**src/rtl/bwm_mac_acc.sv**
```systemverilog
// bwm_mac_acc: accumulates signed 8-bit Baugh-Wooley products into an ACC_W-bit dot-product sum.
// Optional feature: define BWM_MAC_SAT_EN to saturate (instead of wrap) on signed overflow.
module bwm_mac_acc #(
    parameter int ACC_W = 12,
    parameter int LEN   = 4
) (
    input  logic             clk,
    input  logic             rst_n,
    input  logic             in_valid,
    output logic             in_ready,
    input  logic [7:0]       in_p,
    input  logic             in_last,
    output logic             out_valid,
    input  logic             out_ready,
    output logic [ACC_W-1:0] out_sum,
    output logic [3:0]       out_count,
    output logic             ovf,
    output logic [1:0]       dbg_state
);

    // Handshake: a transfer happens on a rising edge where valid and ready are both 1;
    // valid-side data must stay stable until that edge, and ready never depends on valid.
    typedef enum logic [1:0] {
        IDLE  = 2'd0,
        ACCUM = 2'd1,
        HOLD  = 2'd2
    } state_t;

    localparam logic [ACC_W-1:0] SUM_MAX = {1'b0, {(ACC_W-1){1'b1}}};
    localparam logic [ACC_W-1:0] SUM_MIN = {1'b1, {(ACC_W-1){1'b0}}};
    localparam logic [3:0]       LEN_4   = 4'(LEN);

    state_t           state;
    logic [ACC_W-1:0] acc;
    logic             acc_ovf;
    logic [3:0]       count;

    logic [ACC_W-1:0] p_ext;
    logic [ACC_W-1:0] base;
    logic [ACC_W-1:0] raw_sum;
    logic [ACC_W-1:0] new_sum;
    logic [3:0]       count_next;
    logic             add_ovf;
    logic             ovf_next;
    logic             accept;
    logic             is_final;
    logic             take;

    // A beat taken in IDLE starts a fresh dot product, so the old sum/flag are ignored.
    always_comb begin
        p_ext      = ACC_W'($signed(in_p));
        base       = (state == IDLE) ? '0 : acc;
        raw_sum    = base + p_ext;
        add_ovf    = (base[ACC_W-1] == p_ext[ACC_W-1]) && (raw_sum[ACC_W-1] != base[ACC_W-1]);
        new_sum    = raw_sum;
`ifdef BWM_MAC_SAT_EN
        if (add_ovf) begin
            new_sum = p_ext[ACC_W-1] ? SUM_MIN : SUM_MAX;
        end
`endif
        ovf_next   = ((state == IDLE) ? 1'b0 : acc_ovf) | add_ovf;
        count_next = ((state == IDLE) ? 4'd0 : count) + 4'd1;
        accept     = in_valid && in_ready;
        is_final   = in_last || (count_next == LEN_4);
        take       = out_valid && out_ready;
    end

    always_ff @(posedge clk or negedge rst_n) begin
        if (!rst_n) begin
            state     <= IDLE;
            acc       <= '0;
            acc_ovf   <= 1'b0;
            count     <= '0;
            in_ready  <= 1'b0;
            out_valid <= 1'b0;
            out_sum   <= '0;
            out_count <= '0;
            ovf       <= 1'b0;
        end else begin
            case (state)
                IDLE, ACCUM: begin
                    in_ready <= 1'b1;
                    if (accept) begin
                        acc     <= new_sum;
                        count   <= count_next;
                        acc_ovf <= ovf_next;
                        if (is_final) begin
                            state     <= HOLD;
                            in_ready  <= 1'b0;
                            out_valid <= 1'b1;
                            out_sum   <= new_sum;
                            out_count <= count_next;
                            ovf       <= ovf_next;
                        end else begin
                            state <= ACCUM;
                        end
                    end
                end
                HOLD: begin
                    // in_ready stays low through the consume cycle: one bubble before the next beat.
                    if (take) begin
                        state     <= IDLE;
                        out_valid <= 1'b0;
                        count     <= '0;
                        acc_ovf   <= 1'b0;
                        ovf       <= 1'b0;
                        in_ready  <= 1'b1;
                    end
                end
                default: begin
                    state    <= IDLE;
                    in_ready <= 1'b0;
                end
            endcase
        end
    end

    assign dbg_state = state;

endmodule

```
**config.mk**
```make
export PLATFORM = sky130hd
export DESIGN_NAME = bwm_mac_acc
export DESIGN_NICKNAME = d
export VERILOG_FILES = /design/src/rtl/bwm_mac_acc.sv
export SDC_FILE = /design/constraint.sdc
export NUM_CORES = 1
export LEC_CHECK = 0
export CAP_MARGIN = 20
export CORE_UTILIZATION = 58
export CTS_CLUSTER_DIAMETER = 40
export CTS_CLUSTER_SIZE = 14
export DETAILED_ROUTE_END_ITERATION = 10
export PLACE_DENSITY_LB_ADDON = 0.15
export SYNTH_ARGS = -nofsm -noshare
export SYNTH_HDL_FRONTEND = slang
export SYNTH_SLANG_ARGS = --single-unit
```
**constraint.sdc**
```tcl
create_clock -name clk -period 7.25 [get_ports clk]
set_input_delay 1.0875 -clock clk [delete_from_list [all_inputs] [get_ports clk]]
set_output_delay 1.0875 -clock clk [all_outputs]
set_load 0.005 [all_outputs]
```
==> results of run 1 <==
==> logic make-up after synthesis <==
family	synth area share
simple gates	0.206
mux	0.0190
fa+ha+maj	0.0783
flops	0.438
compound gates	0.188
xor+xnor	0.0443
buf+inv	0.0271
==> worst max-delay path, cell delays in order <==
cell and delay [ps]:
clkdlybuf4s50_1 560, ha_1 420, a21o_1 180, a21o_1 200, a221o_1 310, nor3_2 250
mux2i_1 270, a21o_1 100
==> sequential cells by signal, summed over array words and instances (netlist names) <==
signal	cells
in_ready	1
out_valid	1
out_count	4
acc_ovf	1
ovf	1
count	4
dbg_state	2
acc	12
out_sum	12
==> stage by stage <==
| step | hold WS (ps) | instance area [µm²] | util |
|---|---|---|---|
| after floorplan | 437 | 2170 | - |
| after global placement | 450 | 2520 | 0.725 |
| after detailed placement | 454 | 2520 | 0.725 |
| after CTS | 474 | 2660 | 0.767 |
| after global routing | 511 | 2660 | 0.767 |
| final | 476 | 2660 | 0.767 |
==> layout make-up <==
class / instances / share of cell area
multi-input cells: 190 / 0.438
flip-flops and latches: 38 / 0.358
inverters: 5 / 0.00706
clock buffers: 6 / 0.0311
clock inverters: 2 / 0.0226
repair buffers: 33 / 0.122
well taps: 46 / 0.0216
==> routing by layer <==
layer / up-vias / share of wire / track usage / routed length, µm
li1: 891 / - / - / -
met1: 863 / 0.48 / 0.347 / 2200
met2: 38 / 0.47 / 0.401 / 2160
met3: 7 / 0.036 / 0.0543 / 166
met4: 0 / 0.012 / 0.0653 / 56
met5: - / 0 / 0 / 0
==> power groups by stage <==
stage                     sequential, W  clock, W  combinational [W]
after global placement         0.000359         0           0.000570
after global routing           0.000370  0.000236           0.000660
after detailed placement       0.000361         0           0.000585
after CTS                      0.000359  0.000225           0.000594
after floorplan                0.000355         0           0.000397
final                          0.000359  0.000223           0.000597
==> synthesized netlist by cell type, types with 5 or more instances <==
master	instances	area share
xor2_1	5	0.020
o21ai_0	22	0.051
ha_1	12	0.069
nor2_1	15	0.026
inv_1	5	0.0086
a31oi_1	5	0.014
o21ai_1	6	0.014
nand2_1	49	0.085
a21oi_1	10	0.023
dfrtp_1	38	0.44
xnor2_1	6	0.024
and2_1	14	0.040
==> worst min path at each step <==
| stage | depth (start not counted) | to | slack [ps] |
|---|---|---|---|
| floorplan | 2 | acc[0] | 440 |
| finish | 2 | acc[9] | 480 |
| global route | 2 | acc[8] | 510 |
| CTS | 2 | acc[0] | 470 |
| global placement | 2 | acc[0] | 450 |
| detailed placement | 2 | acc[0] | 450 |
==> summary.txt, run 1 <==
Status: complete, no violations
Reg2Reg Depth: 10
Synthesized cell area: 2170 µm²
Pre-CTS setup slack: 3850 ps
Largest net degree at the start of global routing: 39
Clock transition at the registers of the reported paths: 80 ps
Power consumption: 0.00118 W
Die Ht: 63.2 µm
Tightest Pin Transition: 928 ps
Core area: 3470 µm²
Leak: 1.24 nW
P&R area growth vs syn: 22.3%
Max_slew headroom: 0.382
Clock network fraction of total power: 0.189
Final setup margin: 4100 ps
Synth Warn #: 0
Mapped Cells: 242
PD cells: 443 nW/µm²
Comb pwr share: 0.506
Worst R2R Start: dbg_state[1]
Routability congestion estimate: 0.868
Ports: 34
Antenna violations before repair: 0
Avg Cell Area, Syn: 8.98 µm²
Post CTS Setup Buffer Count: 0
Die area: 4000 µm²
Fmax: 0.317 GHz
HP Class: reg -> reg
CTS tree: done
# resized after CTS: 0
Wire length per cell: 14.3 µm
RSZ-0062 raised after global routing: false
Syn_nets: 268
Placed Instances: 312
Reg-to-Reg End: out_sum[8]
Final Hold Fails: 0
Sw Share: 0.381
Initial core utilization: 0.627
Req. time, crit path: 7480 ps
Clk root buf: clkbuf_8
Internal power: 0.000729 W
Critical Setup Path Class: in -> reg
Latest clock arrival within the worst-skew pair: 290 ps
Final slew viol count: 0
Clk_skew: 7.94 ps
Max VDD drop: 0.265 mV
Num CTS Buffers: 5
Flop pwr share: 0.305
Via count: 1799
Setup_tns: 0 ps
Final Setup Violations: 0
FFs w/ async S/R, synth: 1.00
Most common cell after layout, fill and taps aside: nand2_1
Max Cap Viol: 0
Yosys cell types: 40
Number of synthesized register bits: 38
Multi-input logic area: 1160 µm²
Layout cells sized above 1: 0.0803
Final period utilization: 0.435
Fin crit period: 3150 ps
DRC errors left: 0
Startpoint Class: primary input
Hold path start: acc[9]
Rows: 21
Die span in x: 63.2 µm
Finished Layout Cells: 320
Sequential cell area: 951 µm²
DR vias/cell: 5.62
Max clock buf depth: 2
Worst Setup SP: in_p[7]
Antenna Nets Post-Route: 0
Ant diodes: 0
Fin nets: 299
Vias in the first global route: 1675
Sequential share of the synthesized area: 0.438
CTS Hold Bufs: 0
Total global routing overflow: 0
Drt total wl: 4.59 mm
Total GRT Usage: 0.251
Net switching power: 0.000450 W
Worst Path Max Fanout: 7
Most frequent cells in the layout: nand2_1 (49), dfrtp_1 (38), clkdlybuf4s50_1 (32)
DR iter-0 viols: 92
H-Tree Depth: 2
Global-route wire length before repair: 7.76 mm
Ys flop type: dfrtp_1
Data arrival, critical path: 3380 ps
Post-synth EDFFs: 0
DP HPWL: 3.03 mm
Worst R2R Setup Slack: 4190 ps
Fillcell total: 267
End of the critical path: acc[11]
Drt first pass iters: 4
Input/output buffers: 33
Sinks on the clock net: 38
CP endpoint kind: flop
Note: power is estimated with default switching activity, not from simulation.
==> run 2: changes to the inputs <==
--- a/config.mk
+++ b/config.mk
@@ -6,7 +6,7 @@
 export NUM_CORES = 1
 export LEC_CHECK = 0
 export CAP_MARGIN = 20
-export CORE_UTILIZATION = 58
+export CORE_UTILIZATION = 53
 export CTS_CLUSTER_DIAMETER = 40
 export CTS_CLUSTER_SIZE = 14
 export DETAILED_ROUTE_END_ITERATION = 10
==> constraint.sdc (replaced) <==
create_clock -name clk -period 3.31 [get_ports clk]
set_input_delay 0.4965 -clock clk [delete_from_list [all_inputs] [get_ports clk]]
set_output_delay 0.4965 -clock clk [all_outputs]
set_load 0.005 [all_outputs]
==> run 2 against run 1 <==
  * Core utilization is 6.0 points lower
  * Cell area is 0.94% higher
  * Worst hold slack worse by 180 ps
  * Register-to-register slack worse by 3900 ps
  * Power is 120% higher
  * Via count is 0.89% lower
  * Non-clock buffer count is 3 higher
  * Flip-flop and latch count stayed put
  * Sequential power is 120% higher
  * Critical path type is now reg -> reg
  * Critical endpoint is now acc[8]
==> summary.txt, run 2 (same netlist as run 1, synthesis figures left out) <==
Final setup margin: 298 ps (-3800 ps)
Post CTS Setup Buffer Count: 0 (unchanged)
DR iter-0 viols: 77 (-16%)
CTS tree: done
Total global routing overflow: 0 (unchanged)
Sinks on the clock net: 38 (unchanged)
Flop pwr share: 0.304 (about the same)
Internal power: 0.00161 W (+120%)
Initial core utilization: 0.572 (-0.0545)
Sw Share: 0.374 (-0.00702)
PD cells: 958 nW/µm² (+120%)
Fillcell total: 313 (+17%)
Latest clock arrival within the worst-skew pair: 290 ps (about the same)
Data arrival, critical path: 3170 ps (-210 ps)
Critical Setup Path Class: reg -> reg
Die Ht: 66.0 µm (+4.5%)
Most common cell after layout, fill and taps aside: nand2_1
Max_slew headroom: 0.441 (+0.0597)
P&R area growth vs syn: 23.5%
Largest net degree at the start of global routing: 39 (unchanged)
Clock transition at the registers of the reported paths: 80 ps (about the same)
Multi-input logic area: 1160 µm² (unchanged)
Antenna Nets Post-Route: 0 (unchanged)
Drt first pass iters: 4 (unchanged)
Antenna violations before repair: 0 (unchanged)
Global-route wire length before repair: 7.71 mm (-0.53%)
Final Setup Violations: 0 (unchanged)
Ant diodes: 0 (unchanged)
Drt total wl: 4.49 mm (-2.0%)
RSZ-0062 raised after global routing: false
Most frequent cells in the layout: nand2_1 (49), dfrtp_1 (38), clkdlybuf4s50_1 (32)
HP Class: in -> async
Critical-path cell list: or2_2, and2_1, ha_1, fa_1, a21oi_1, o21ai_1, a211o_1, a31oi_1, xnor2_1, o21ai_1
Leak: 1.26 nW (+1.2%)
DR vias/cell: 5.49 (-2.4%)
Rows: 22 (+4.8%)
Wire length per cell: 13.8 µm (-3.6%)
Hold_ws: 299 ps (-176 ps)
Worst Path Max Fanout: 17 (+10)
H-Tree Depth: 2 (unchanged)
Max Cap Viol: 0 (unchanged)
Fmax: 0.332 GHz
Slowest cell on crit path: dfrtp_1
Total GRT Usage: 0.236 (-0.0154)
Input/output buffers: 33 (unchanged)
Setup_tns: 0 ps (unchanged)
Top Registers: acc: 12 flops, out_sum: 12 flops
Max VDD drop: 0.607 mV (+130%)
Layout cells sized above 1: 0.0903 (+0.00996)
Power consumption: 0.00257 W (+120%)
Net switching power: 0.000963 W (+110%)
Die span in x: 66.0 µm (+4.5%)
Routability congestion estimate: 0.832 (-4.1%)
Clock network fraction of total power: 0.190 (about the same)
# resized after CTS: 0 (unchanged)
Clk_skew: 8.55 ps (+0.615 ps)
Max clock buf depth: 2 (unchanged)
Final slew viol count: 0 (unchanged)
Tightest Pin Transition: 838 ps (-89.6 ps)
Final Hold Fails: 0 (unchanged)
Status: complete, no violations
Post-DP Area: 2540 µm² (+0.99%)
Die area: 4360 µm² (+9.1%)
Fin nets: 302 (+1.0%)
Slowest stage delay, CP: 480 ps (-80 ps)
Pre-CTS setup slack: 320 ps (-3530 ps)
Via count: 1783 (-0.89%)
Clk root buf: clkbuf_8
Reg2Reg Depth: 10 (unchanged)
Startpoint Class: flop
Ports: 34 (unchanged)
Final period utilization: 0.910
Top cell by count, worst path: o21ai_1
DRC errors left: 0 (unchanged)
Vias in the first global route: 1746 (+4.2%)
Comb pwr share: 0.507 (about the same)
CP endpoint kind: flop
Fin crit period: 3010 ps
Sequential cell area: 951 µm² (unchanged)
Area of all placed cells without fillers: 2680 µm² (+0.94%)
Core area: 3800 µm² (+9.5%)
Num CTS Buffers: 5 (unchanged)
Req. time, crit path: 3470 ps (-4010 ps)
DP HPWL: 3.13 mm (+3.3%)
CTS Hold Bufs: 0 (unchanged)
run 2: cell count changes in the layout (fill, tap and decap cells not counted), sizes merged:
cell	delta
buf	+3
run 2: per-stage QoR:
| stage | utilization | cells |
|---|---|---|
| floorplan | - | 242 |
| global placement | 0.669 | 317 |
| detailed placement | 0.669 | 317 |
| CTS | 0.707 | 325 |
| global route | 0.707 | 325 |
| finish | 0.707 | 325 |
run 2: critical path: cells and delay by family, from the launching register on:
kind / cells / cell delay, ps
AO/OA/AOI/OAI: 5 / 880
XOR/XNOR: 1 / 160
AND/OR/NAND/NOR: 2 / 680
adder cells (fa/ha/maj): 2 / 680
flip-flops: 1 / 480
run 2: per-layer routing:
metal	track usage	wire (µm)	vias up
li1	-	-	904
met1	0.304	2110	832
met2	0.399	2110	43
met3	0.0431	233	4
met4	0.0718	35	0
met5	0	0	-
run 2: area by class of cell:
type | instances | share of cell area
clock buffer | 6 | 0.0308
clock inverter | 2 | 0.0224
inverter | 5 | 0.00699
multi-input combinational | 190 | 0.434
sequential | 38 | 0.354
tap | 48 | 0.0224
timing repair buffer | 36 | 0.130
run 2: path summary, 6_finish.rpt:
check | endpoint | from | slack (ps)
max | acc[8] | dbg_state[1] | 300
min | out_sum[1] | rst_n | 300
max reg2reg | acc[8] | dbg_state[1] | 300
min reg2reg | acc[1] | acc[1] | 470
max in group asynchronous | out_valid | rst_n | 2470
min in group clk | acc[1] | acc[1] | 470
run 2: power groups by stage:
stage / combinational, W / clock, W / sequential, W
floorplan: 0.000870 / 0 / 0.000777
global placement: 0.00127 / 0 / 0.000785
detailed placement: 0.00129 / 0 / 0.000792
CTS: 0.00131 / 0.000495 / 0.000783
global route: 0.00147 / 0.000515 / 0.000806
finish: 0.00130 / 0.000488 / 0.000781
